## src/rtl/regwr_arbiter.sv

```systemverilog
// ============================================================================
//  Module   : regwr_arbiter
//  Purpose  : Shares one register-file write port between a single-result
//             requester (A) and a dual-result long-multiply requester (B).
//             Optional macro REGWR_RR_EN selects round-robin arbitration.
//  Revision : 1.0  initial release
// ============================================================================
`default_nettype none

module regwr_arbiter (
    input  logic        clk,
    input  logic        reset,
    input  logic        a_valid,
    output logic        a_ready,
    input  logic [3:0]  a_addr,
    input  logic [31:0] a_data,
    input  logic        b_valid,
    output logic        b_ready,
    input  logic [3:0]  b_addr_lo,
    input  logic [3:0]  b_addr_hi,
    input  logic [31:0] b_data_lo,
    input  logic [31:0] b_data_hi,
    output logic        we,
    output logic [3:0]  wa,
    output logic [31:0] wd,
    output logic        busy,
    output logic        pc_drop
);

    localparam logic [3:0] C_PC_ADDR = 4'hF;

    typedef enum logic [0:0] {
        IDLE = 1'b0,
        HI   = 1'b1
    } state_t;

    state_t      r_state;
    state_t      w_state_nxt;
    logic        r_hi_sent;
    logic        w_hi_sent_nxt;
    logic [3:0]  r_hi_addr;
    logic [31:0] r_hi_data;
    logic        r_we;
    logic        r_pc_drop;
    logic [3:0]  r_wa;
    logic [31:0] r_wd;
    logic        w_grant_a;
    logic        w_a_acc;
    logic        w_b_acc;
    logic        w_issue;
    logic [3:0]  w_issue_addr;
    logic [31:0] w_issue_data;

`ifdef REGWR_RR_EN
    logic r_last_b;

    // On contention the requester that did not win last time is served.
    always_comb w_grant_a = a_valid && (!b_valid || r_last_b);

    always_ff @(posedge clk or posedge reset) begin
        if (reset) begin
            r_last_b <= 1'b1;
        end else if (w_a_acc) begin
            r_last_b <= 1'b0;
        end else if (w_b_acc) begin
            r_last_b <= 1'b1;
        end
    end
`else
    always_comb w_grant_a = a_valid;
`endif

    // Ready depends only on state and request inputs, never on the write port.
    assign a_ready = !reset && (r_state == IDLE) && w_grant_a;
    assign b_ready = !reset && (r_state == IDLE) && b_valid && !w_grant_a;
    assign w_a_acc = a_valid && a_ready;
    assign w_b_acc = b_valid && b_ready;

    // HI spans the lo-write cycle and the hi-write cycle; r_hi_sent splits them.
    always_comb begin
        w_state_nxt   = r_state;
        w_hi_sent_nxt = r_hi_sent;
        w_issue       = 1'b0;
        w_issue_addr  = r_wa;
        w_issue_data  = r_wd;
        case (r_state)
            IDLE: begin
                if (w_a_acc) begin
                    w_issue      = 1'b1;
                    w_issue_addr = a_addr;
                    w_issue_data = a_data;
                end else if (w_b_acc) begin
                    w_issue       = 1'b1;
                    w_issue_addr  = b_addr_lo;
                    w_issue_data  = b_data_lo;
                    w_state_nxt   = HI;
                    w_hi_sent_nxt = 1'b0;
                end
            end
            HI: begin
                if (!r_hi_sent) begin
                    w_issue       = 1'b1;
                    w_issue_addr  = r_hi_addr;
                    w_issue_data  = r_hi_data;
                    w_hi_sent_nxt = 1'b1;
                end else begin
                    w_state_nxt   = IDLE;
                    w_hi_sent_nxt = 1'b0;
                end
            end
            default: begin
                w_state_nxt   = IDLE;
                w_hi_sent_nxt = 1'b0;
            end
        endcase
    end

    always_ff @(posedge clk or posedge reset) begin
        if (reset) begin
            r_state   <= IDLE;
            r_hi_sent <= 1'b0;
            r_hi_addr <= 4'h0;
            r_hi_data <= 32'h0;
            r_we      <= 1'b0;
            r_pc_drop <= 1'b0;
            r_wa      <= 4'h0;
            r_wd      <= 32'h0;
        end else begin
            r_state   <= w_state_nxt;
            r_hi_sent <= w_hi_sent_nxt;
            if (w_b_acc) begin
                r_hi_addr <= b_addr_hi;
                r_hi_data <= b_data_hi;
            end
            // Writes to the PC register are suppressed but still visible on wa/wd.
            r_we      <= w_issue && (w_issue_addr != C_PC_ADDR);
            r_pc_drop <= w_issue && (w_issue_addr == C_PC_ADDR);
            r_wa      <= w_issue_addr;
            r_wd      <= w_issue_data;
        end
    end

    assign we      = r_we;
    assign wa      = r_wa;
    assign wd      = r_wd;
    assign pc_drop = r_pc_drop;
    assign busy    = (r_state == HI);

endmodule

`default_nettype wire

```

## config.mk

```make
export PLATFORM = sky130hd
export DESIGN_NAME = regwr_arbiter
export DESIGN_NICKNAME = d
export VERILOG_FILES = /design/src/rtl/regwr_arbiter.sv
export SDC_FILE = /design/constraint.sdc
export NUM_CORES = 1
export LEC_CHECK = 0
export BUFFER_PORTS_ARGS = -buffer_cell sky130_fd_sc_hd__buf_4
export CAP_MARGIN = 20
export CORE_ASPECT_RATIO = 2
export CORE_MARGIN = 2
export CORE_UTILIZATION = 48
export DETAILED_ROUTE_END_ITERATION = 16
export HOLD_SLACK_MARGIN = 0.05
export PLACE_DENSITY_LB_ADDON = 0.3
export SETUP_SLACK_MARGIN = 0.4
export SYNTH_ARGS = -nofsm -noshare
export SYNTH_HDL_FRONTEND = slang
export SYNTH_SLANG_ARGS = --single-unit
```

## constraint.sdc

```tcl
create_clock -name clk -period 2.6 [get_ports clk]
set_input_delay 0.13 -clock clk [delete_from_list [all_inputs] [get_ports clk]]
set_output_delay 0.13 -clock clk [all_outputs]
set_load 0.02 [all_outputs]
```

Word level (Yosys, flattened, before mapping)
Cells that the tools add are included.
{ "word_totals": {"ff_bits": 76, "memories": 0, "word_cells": 44, "latch_bits": 0, "mem_bits_rw": 0, "romBits": 0} }
{ "classes": {"div": 0, "bitwise": 1, "multipliers": 0, "order_cmp": 0, "n_shift": 0, "n_mux": 17, "n_addsub": 0, "n_eq_ne": 6, "n_reduce_logical": 12} }
{ "ops": {"columns": ["cell", "count"], "rows": [
  ["two-way mux 32 bit", 3],
  ["case mux 32 bit (2 select lines)", 1],
  ["two-way mux 4 bit", 3],
  ["logical AND 1 bit", 8],
  ["case mux 4 bit (2 select lines)", 1],
  ["two-way mux 1 bit", 6],
  ["!= test 2 bit (second input constant)", 3],
  ["case mux 1 bit (2 select lines)", 3],
  ["== test 4 bit (second input constant)", 1],
  ["!= test 4 bit (second input constant)", 1],
  ["AND reduction 2 bit", 2],
  ["!= test 3 bit (second input constant)", 1],
  ["zero test 1 bit", 2],
  ["NOT 1 bit", 1]
]} }

Depth between registers and ports, before layout
Gate-level depths: netlist (run 1).
{ "logic_depth": {"ltp_word": 10, "depth_mapped": 8, "mapped_depth_nobuf": 5} }

Worst setup path after synthesis (run 1)
OpenSTA, ideal clock, no wires.
{ "synth_timing": {"path_kind": "flip-flop to flip-flop", "start": "reg r_state, in the netlist busy", "end": "reg r_hi_addr[0]", "t_required_ns": 2.475, "path_stages_with_launch": 6, "n_path_buf": 3, "arrival_ns": 1.805, "setup_time_ns": 0.125, "period_less_slack_ns": 1.929, "setup_slack_ns": 0.671, "path_cell_list": "dfrtp_1 -> buf_2 -> nor4b_2 -> buf_2 -> buf_2 -> mux2_2"} }
{ "synth_between": {"elab_chain_len": 5} }
{ "synth_lines": {"columns": ["element", "line_no", "source"], "rows": [
  ["from (decl)", "37", "state_t r_state;"],
  ["from (signal assigned)", "129", "r_state <= w_state_nxt;"],
  ["NOT 1 bit", null, null],
  ["logical AND 1 bit (3 in series)", "75", "assign b_ready = !reset && (r_state == IDLE) && b_valid && !w_grant_a;"],
  ["net b_ready", "18", "output logic b_ready,"],
  ["logical AND 1 bit", "77", "assign w_b_acc = b_valid && b_ready;"],
  ["to (signal assigned)", "132", "r_hi_addr <= b_addr_hi;"],
  ["to (decl)", "41", "logic [3:0] r_hi_addr;"]
]} }
The timed path passes the listed nets, and every way through them passes these cells.
A chain may end at the register's enable or synchronous reset.

Final worst setup path (run 1)
{ "layout_timing": {"start": "reg r_state, in the netlist busy", "end": "reg r_pc_drop, in the netlist pc_drop"} }
{ "layout_between": {"elab_chain_len": 10, "elab_cells_between_ends": 15, "classes_between": "1 x eq/ne; 6 x mux; 1 x bitwise; 7 x reduce/logical"} }
{ "layout_lines": {"columns": ["element", "line_no", "source"], "rows": [
  ["NOT 1 bit", null, null],
  ["logical AND 1 bit", "74, 75", null],
  ["logical AND 1 bit (2 in series)", "75", null],
  ["logical AND 1 bit", "77", null],
  ["two-way mux 4 bit", "92", "end else if (w_b_acc) begin"],
  ["two-way mux 4 bit", "88", "if (w_a_acc) begin"],
  ["case mux 4 bit (2 select lines)", "86", "case (r_state)"],
  ["== test 4 bit", "137", "r_pc_drop <= w_issue && (w_issue_addr == C_PC_ADDR);"],
  ["logical AND 1 bit (*)", "137", null],
  ["to (signal assigned)", "137", null],
  ["to (decl)", "44", "logic r_pc_drop;"]
]} }
Every way passes the cells marked *; elsewhere a longest branch is shown, timed or not.

==> metrics, run 1 <==
status=finished clean; die area=0.008458 mm^2; Startpoint Class=flop; top fanout value on the critical path=26; post-CTS setup repair buffer count=0; Critical Path AT=about 2300 ps; Placed Area=0.004940 mm^2; placed cell count=607; WL met2=5959 um; DIE HEIGHT=128.1 um; via count=3,379; worst skew pair latency=330 ps; Static Leak=approximately 2.7 nW; vias in the first global route=roughly 3,500; CTS Root Cell=clkbuf_16; Slew HR=0.6039; worst vdd ir=658.1 uV; WS Path Type=reg -> reg; final setup fails=0; post-synth cell types=28; GPL Wtd Cong=0.8070; Clock Sinks=76; I/O pin count=153; DRC violations left=0; fin crit period=2000 ps; Period Utilization, post-route=0.7693; Power Dens Cells=roughly 1000 mW/mm^2; First-pass DRT Iterations=6; Clock transition at path regs=60 ps; synthesized net count=roughly 490; Initial Util=0.4897; initial antenna violation count=0; max-cap violations=0; Finished Cell Area=approximately 0.0056 mm^2; Final Max Tran Viols=0; met1 WL=roughly 3500 um; Iteration-0 DRC Markers=145; Core Region=around 0.0075 mm^2; CP required=2870 ps; layout cells sized above 1=0.3887; I/O Buffers=152; Fmax achieved=500.0 MHz; Final Hold Vio Count=0; Worst Hold Class=in -> reg; highest routed layer=met4; # nets final=673; Syn Std Cell Area=roughly 0.0037 mm^2; Layout area overhead=52.69%; cells after synthesis=377; routed wire length per instance=15.43 um; Worst Max-Slew Pin Slew=592.9 ps; largest net degree at the start of global routing=52; Via density=5.120; post-route insts no fill=660; TritonCTS Buffers=9; Final Skew=3.109 ps; Seq cells post-synth=76; register area share after synthesis=0.5147; global-route usage over all layers=0.2532; gr ovfl total=0; Die Width=about 66 um; Longest Clk Path Bufs=2; global-route wire length before repair=16,110 um; RSZ-0062 raised after global routing=no; Ant. Diodes=0; number of H-tree levels=3; met3 wire length=roughly 450 um; warnings from Yosys=0; setup_tns=0 ps; Crit. End Element=flop; CTS tree=yes; Syn Area/Cell=between 9 and 10 um^2; final wirelength=10,190 um; HPWL Detailed=between 7000 and 8000 um; Std-Cell Rows=45; Final ANT Viol Nets=0
-- routing by layer --
metal | vias up | GRT usage
li1 | 1622 | -
met1 | 1626 | 0.2579
met2 | 109 | 0.4789
met3 | 22 | 0.05180
met4 | 0 | 0.1092
met5 | - | 0
-- area by class of cell --
| class | instances | area [um^2] |
|---|---|---|
| Clock inverter | 4 | 72.57 |
| Multi-Input combinational cell | 268 | 1675 |
| Timing Repair Buffer | 197 | 1584 |
| Fill cell | 569 | 1903 |
| Sequential cell | 76 | 1906 |
| Inverter | 9 | 40.04 |
| Clock buffer | 12 | 246.5 |
| Tap cell | 94 | 117.6 |
-- timing repair --
action,4_1_cts,5_1_grt
resized for setup,1,2
endpoints found under the hold margin,61,0
setup endpoints to repair,32,33
pin swaps,0,0
hold buffers,37,0
-- Yosys cell counts --
cell type / count / area [um^2]
a2111oi_2: 1 / 15.01
a21boi_0: 1 / 7.510
a21oi_1: 2 / 10.01
a221o_1: 1 / 10.01
a221oi_1: 2 / 17.52
and2_1: 1 / 6.260
buf_1: 1 / 3.750
buf_2: 9 / 45.04
buf_4: 2 / 15.01
clkbuf_1: 12 / 45.04
dfrtp_1: 76 / 1902
inv_1: 8 / 30.03
inv_2: 1 / 3.750
mux2_2: 39 / 439.2
mux2i_1: 33 / 330.3
nand2_1: 133 / 499.2
nand2b_1: 4 / 25.02
nand4bb_1: 1 / 11.26
nor2_1: 3 / 11.26
nor2b_1: 4 / 25.02
nor3_1: 1 / 5.000
nor3b_1: 1 / 7.510
nor4b_1: 1 / 8.760
nor4b_2: 1 / 15.01
o21ai_0: 26 / 130.1
o21ai_1: 10 / 50.05
o21bai_1: 2 / 15.01
o41a_1: 1 / 11.26
-- sequential cells by signal, summed over array words and instances (netlist names) --
signal and cells:
wd 32, r_hi_sent 1, r_hi_addr 4, busy 1
r_hi_data 32, we 1, wa 4, pc_drop 1
-- report_power, final --
part	switching (mW)	internal [mW]	total, mW
registers	0.370	1.71	2.08
logic	1.22	1.05	2.26
clock network	0.452	0.865	1.32
total	2.04	3.62	5.66
-- stage by stage --
stage | setup slack, ps | util | hold WS (ps) | power [mW]
after floorplan | 670.6 | - | 281.7 | 3.393
after global placement | 476.4 | 0.6547 | 291.8 | 4.215
after detailed placement | 361.7 | 0.6547 | 301.6 | 4.310
after CTS | 500.1 | 0.7464 | 173.7 | 5.695
after global routing | 516.2 | 0.7478 | 213.5 | 6.022
final | 599.9 | 0.7478 | 180.8 | 5.660
-- final timing paths --
| path | slack [ps] | to | cells after the start | from |
|---|---|---|---|---|
| setup / recovery | 600 | pc_drop | 5 | busy |
| hold / removal | 180 | wd[0] | 5 | b_data_lo[0] |
| setup reg to reg | 600 | pc_drop | 5 | busy |
| hold reg to reg | 470 | wd[1] | 2 | wd[1] |
| max in group asynchronous | 1430 | busy | 4 | reset |
| min in group asynchronous | 500 | r_hi_data[21] | 3 | reset |
-- critical path: stages, from the launching register on --
cell and delay, ps:
dfrtp_4 610, nor4b_4 90, nor2b_1 140, o41a_1 440, a2111oi_2 460, and2_1 190
-- logic make-up (layout without fill, tap and decap cells) --
logic type	after synthesis	after routing	synth area share
AO/OA/AOI/OAI	46	46	0.07213
AND/OR/NAND/NOR	150	150	0.1663
flip-flops	76	76	0.5147
multiplexers	72	72	0.2083
buffers and inverters	33	222	0.03860
-- placed cells by master (no fill, tap or decap), types with 2 or more instances in the layout --
master         Yosys  layout
a221oi_1           2       2
inv_1              8       7
bufinv_16          0       2
buf_4              2     159
mux2i_1           33      33
o21bai_1           2       2
dlygate4sd3_1      0      37
dfrtp_1           76      75
clkbuf_1          12       2
o21ai_1           10       9
o21ai_0           26      26
nand2_1          133     133
clkinvlp_4         0       2
a21oi_1            2       2
clkbuf_16          0       9
nor2b_1            4       4
mux2_2            39      39
nor2_1             3       3
nand2b_1           4       4
Power figures use the tool's default switching activity.
==> run 2: changes to the inputs <==
--- a/config.mk
+++ b/config.mk
@@ -9,7 +9,7 @@
 export CAP_MARGIN = 20
 export CORE_ASPECT_RATIO = 2
 export CORE_MARGIN = 2
-export CORE_UTILIZATION = 48
+export CORE_UTILIZATION = 44
 export DETAILED_ROUTE_END_ITERATION = 16
 export HOLD_SLACK_MARGIN = 0.05
 export PLACE_DENSITY_LB_ADDON = 0.3
==> constraint.sdc (replaced) <==
create_clock -name clk -period 1.7 [get_ports clk]
set_input_delay 0.085 -clock clk [delete_from_list [all_inputs] [get_ports clk]]
set_output_delay 0.085 -clock clk [all_outputs]
set_load 0.02 [all_outputs]
==> metrics, run 2 (synthesis gave the netlist of run 1 again) <==
Placed Area=0.005031 mm^2 (+1.8%); TritonCTS Buffers=9 (unchanged); vias in the first global route=3,861 (+10%); Startpoint Class=flop; worst vdd ir=861.8 uV (+31%); violated checks=negative setup slack; final setup fails=2 (+2); commonest non-fill, non-tap cell in the layout=buf_4; CP max-delay cell=dfrtp_2; Clock transition at path regs=50 ps (about the same); Power Dens Cells=1508 mW/mm^2 (+50%); Critical Path AT=2030 ps (-240 ps); worst setup margin=-53.06 ps (-653.0 ps); Die Width=68.80 um (+4.2%); Period Utilization, post-route=1.031 (+0.2620); # nets final=710 (+5.5%); Slew HR=0.7193 (+0.1154); RSZ-0062 raised after global routing=yes; Layout area overhead=75.58%; DIE HEIGHT=133.6 um (+4.3%); status=finished with violations; Largest stage delay, worst path=430 ps (-180 ps); crit path from=busy; number of H-tree levels=3 (unchanged); GPL Wtd Cong=0.9153 (+13%); Final Max Tran Viols=0 (unchanged); CP required=1980 ps (-890 ps); Finished Cell Area=0.006487 mm^2 (+15%); Clock Sinks=76 (unchanged); routed wire length per instance=17.96 um (+16%); I/O pin count=153 (unchanged); Iteration-0 DRC Markers=236 (+63%); final wirelength=12,590 um (+24%); Worst Max-Slew Pin Slew=421.1 ps (-171.8 ps); top fanout value on the critical path=4 (-85%); Seq pwr share=0.321 (-0.046); Static Leak=3.177 nW (+16%); most frequent cells in the layout=buf_4 (162), nand2_1 (133), dfrtp_1 (74); Longest Clk Path Bufs=2 (unchanged); Sw Ratio=0.3665 (+0.006339); Final ANT Viol Nets=0 (unchanged); global-route usage over all layers=0.2704 (+0.01719); initial antenna violation count=0 (unchanged); gr ovfl total=0 (unchanged); CTS Root Cell=clkbuf_16; Ant. Diodes=0 (unchanged); CTS tree=yes; layout cells sized above 1=0.4643 (+0.07565); First-pass DRT Iterations=4 (-2); Std-Cell Rows=47 (+4.4%); Gate power share=0.490 (+0.090); Clk pwr share=0.189 (-0.044); Critical R2R Launch=busy; Via density=5.121 (about the same); Initial Util=0.4488 (-0.04093); Crit. End Element=flop; Total Power=9.782 mW (+73%); die area=0.009190 mm^2 (+8.7%); Final Hold Vio Count=0 (unchanged); largest net degree at the start of global routing=77 (+48%); Core Region=0.008233 mm^2 (+9.1%); global-route wire length before repair=18,080 um (+12%); Switch Pwr=3.585 mW (+76%); worst skew pair latency=330 ps (about the same); HPWL Detailed=7254 um (+0.13%); fin crit period=1753 ps (-247.0 ps); Fmax achieved=570.4 MHz (+14%); via count=3,590 (+6.2%); worst-path cell chain=buf_6, nand4bb_1, a21oi_1, o21ai_2, a2111oi_2, buf_4, and2_4; WS Path Type=reg -> reg; Final Skew=2.431 ps (-0.6775 ps); Int Power=6.196 mW (+71%); I/O Buffers=152 (unchanged); DRC violations left=0 (unchanged); Worst Hold Class=in -> async; max-cap violations=0 (unchanged)
## run 2: cell type report
cell class | count | area, um^2
multi-input combinational | 268 | 1953
fill | 524 | 1745
inverter | 9 | 45.04
clock inverter | 1 | 5.005
timing repair inverter | 1 | 6.256
clock buffer | 15 | 287.8
timing repair buffer | 233 | 2163
sequential | 76 | 1904
tap | 98 | 122.6
## run 2: power groups by stage
stage / combinational (mW) / sequential [mW] / clock, mW
after CTS: 4.30 / 3.11 / 1.87
after global placement: 3.53 / 3.13 / 0
after detailed placement: 3.62 / 3.16 / 0
after floorplan: 1.85 / 3.53 / 0
final: 4.79 / 3.14 / 1.85
after global routing: 5.14 / 3.22 / 1.95
## run 2: metrics by stage
stage / hold WS (ps) / std cells / TNS [ps] / setup WS, ps / utilization
2_1_floorplan: 233.1 / 377 / 0 / 55.84 / -
3_3_place_gp: 317.9 / 616 / 0 / 20.03 / 0.6111
3_5_place_dp: 322.0 / 616 / -49.93 / -28.67 / 0.6111
4_1_cts: 74.53 / 692 / 0 / 22.03 / 0.7404
5_1_grt: 81.83 / 701 / -792.3 / -115.7 / 0.7880
6_report: 65.06 / 701 / -72.35 / -53.06 / 0.7880
## run 2: worst max-delay path, delay by kind of cell, from the launching register on
| kind | cells | cell delay (ps) |
|---|---|---|
| simple gates | 2 | 320 |
| flops | 1 | 430 |
| compound gates | 3 | 640 |
| buf+inv | 2 | 310 |
## run 2: routing by layer
layer	part of all wire	track usage
met5	0	0
met4	0.031	0.1209
met3	0.044	0.05321
met2	0.58	0.5091
met1	0.34	0.2653
## run 2: path summary, 6_finish.rpt
| kind | slack (ps) | endpoint | cells past startpoint |
|---|---|---|---|
| setup / recovery | -50 | pc_drop | 7 |
| hold / removal | 70 | r_hi_addr[1] | 4 |
| setup reg to reg | -50 | pc_drop | 7 |
| hold reg to reg | 470 | wd[10] | 2 |
| max in group asynchronous | 1260 | busy | 4 |
| min in group clk | 70 | wa[3] | 3 |
## run 2: repair_timing
action | CTS | global route
pin swaps | 9 | 7
setup buffers | 20 | 4
setup endpoints to repair | 78 | 79
gates cloned | 4 | 5
endpoints found under the hold margin | 36 | 0
gates resized for setup | 48 | 54
hold buffers | 36 | 0
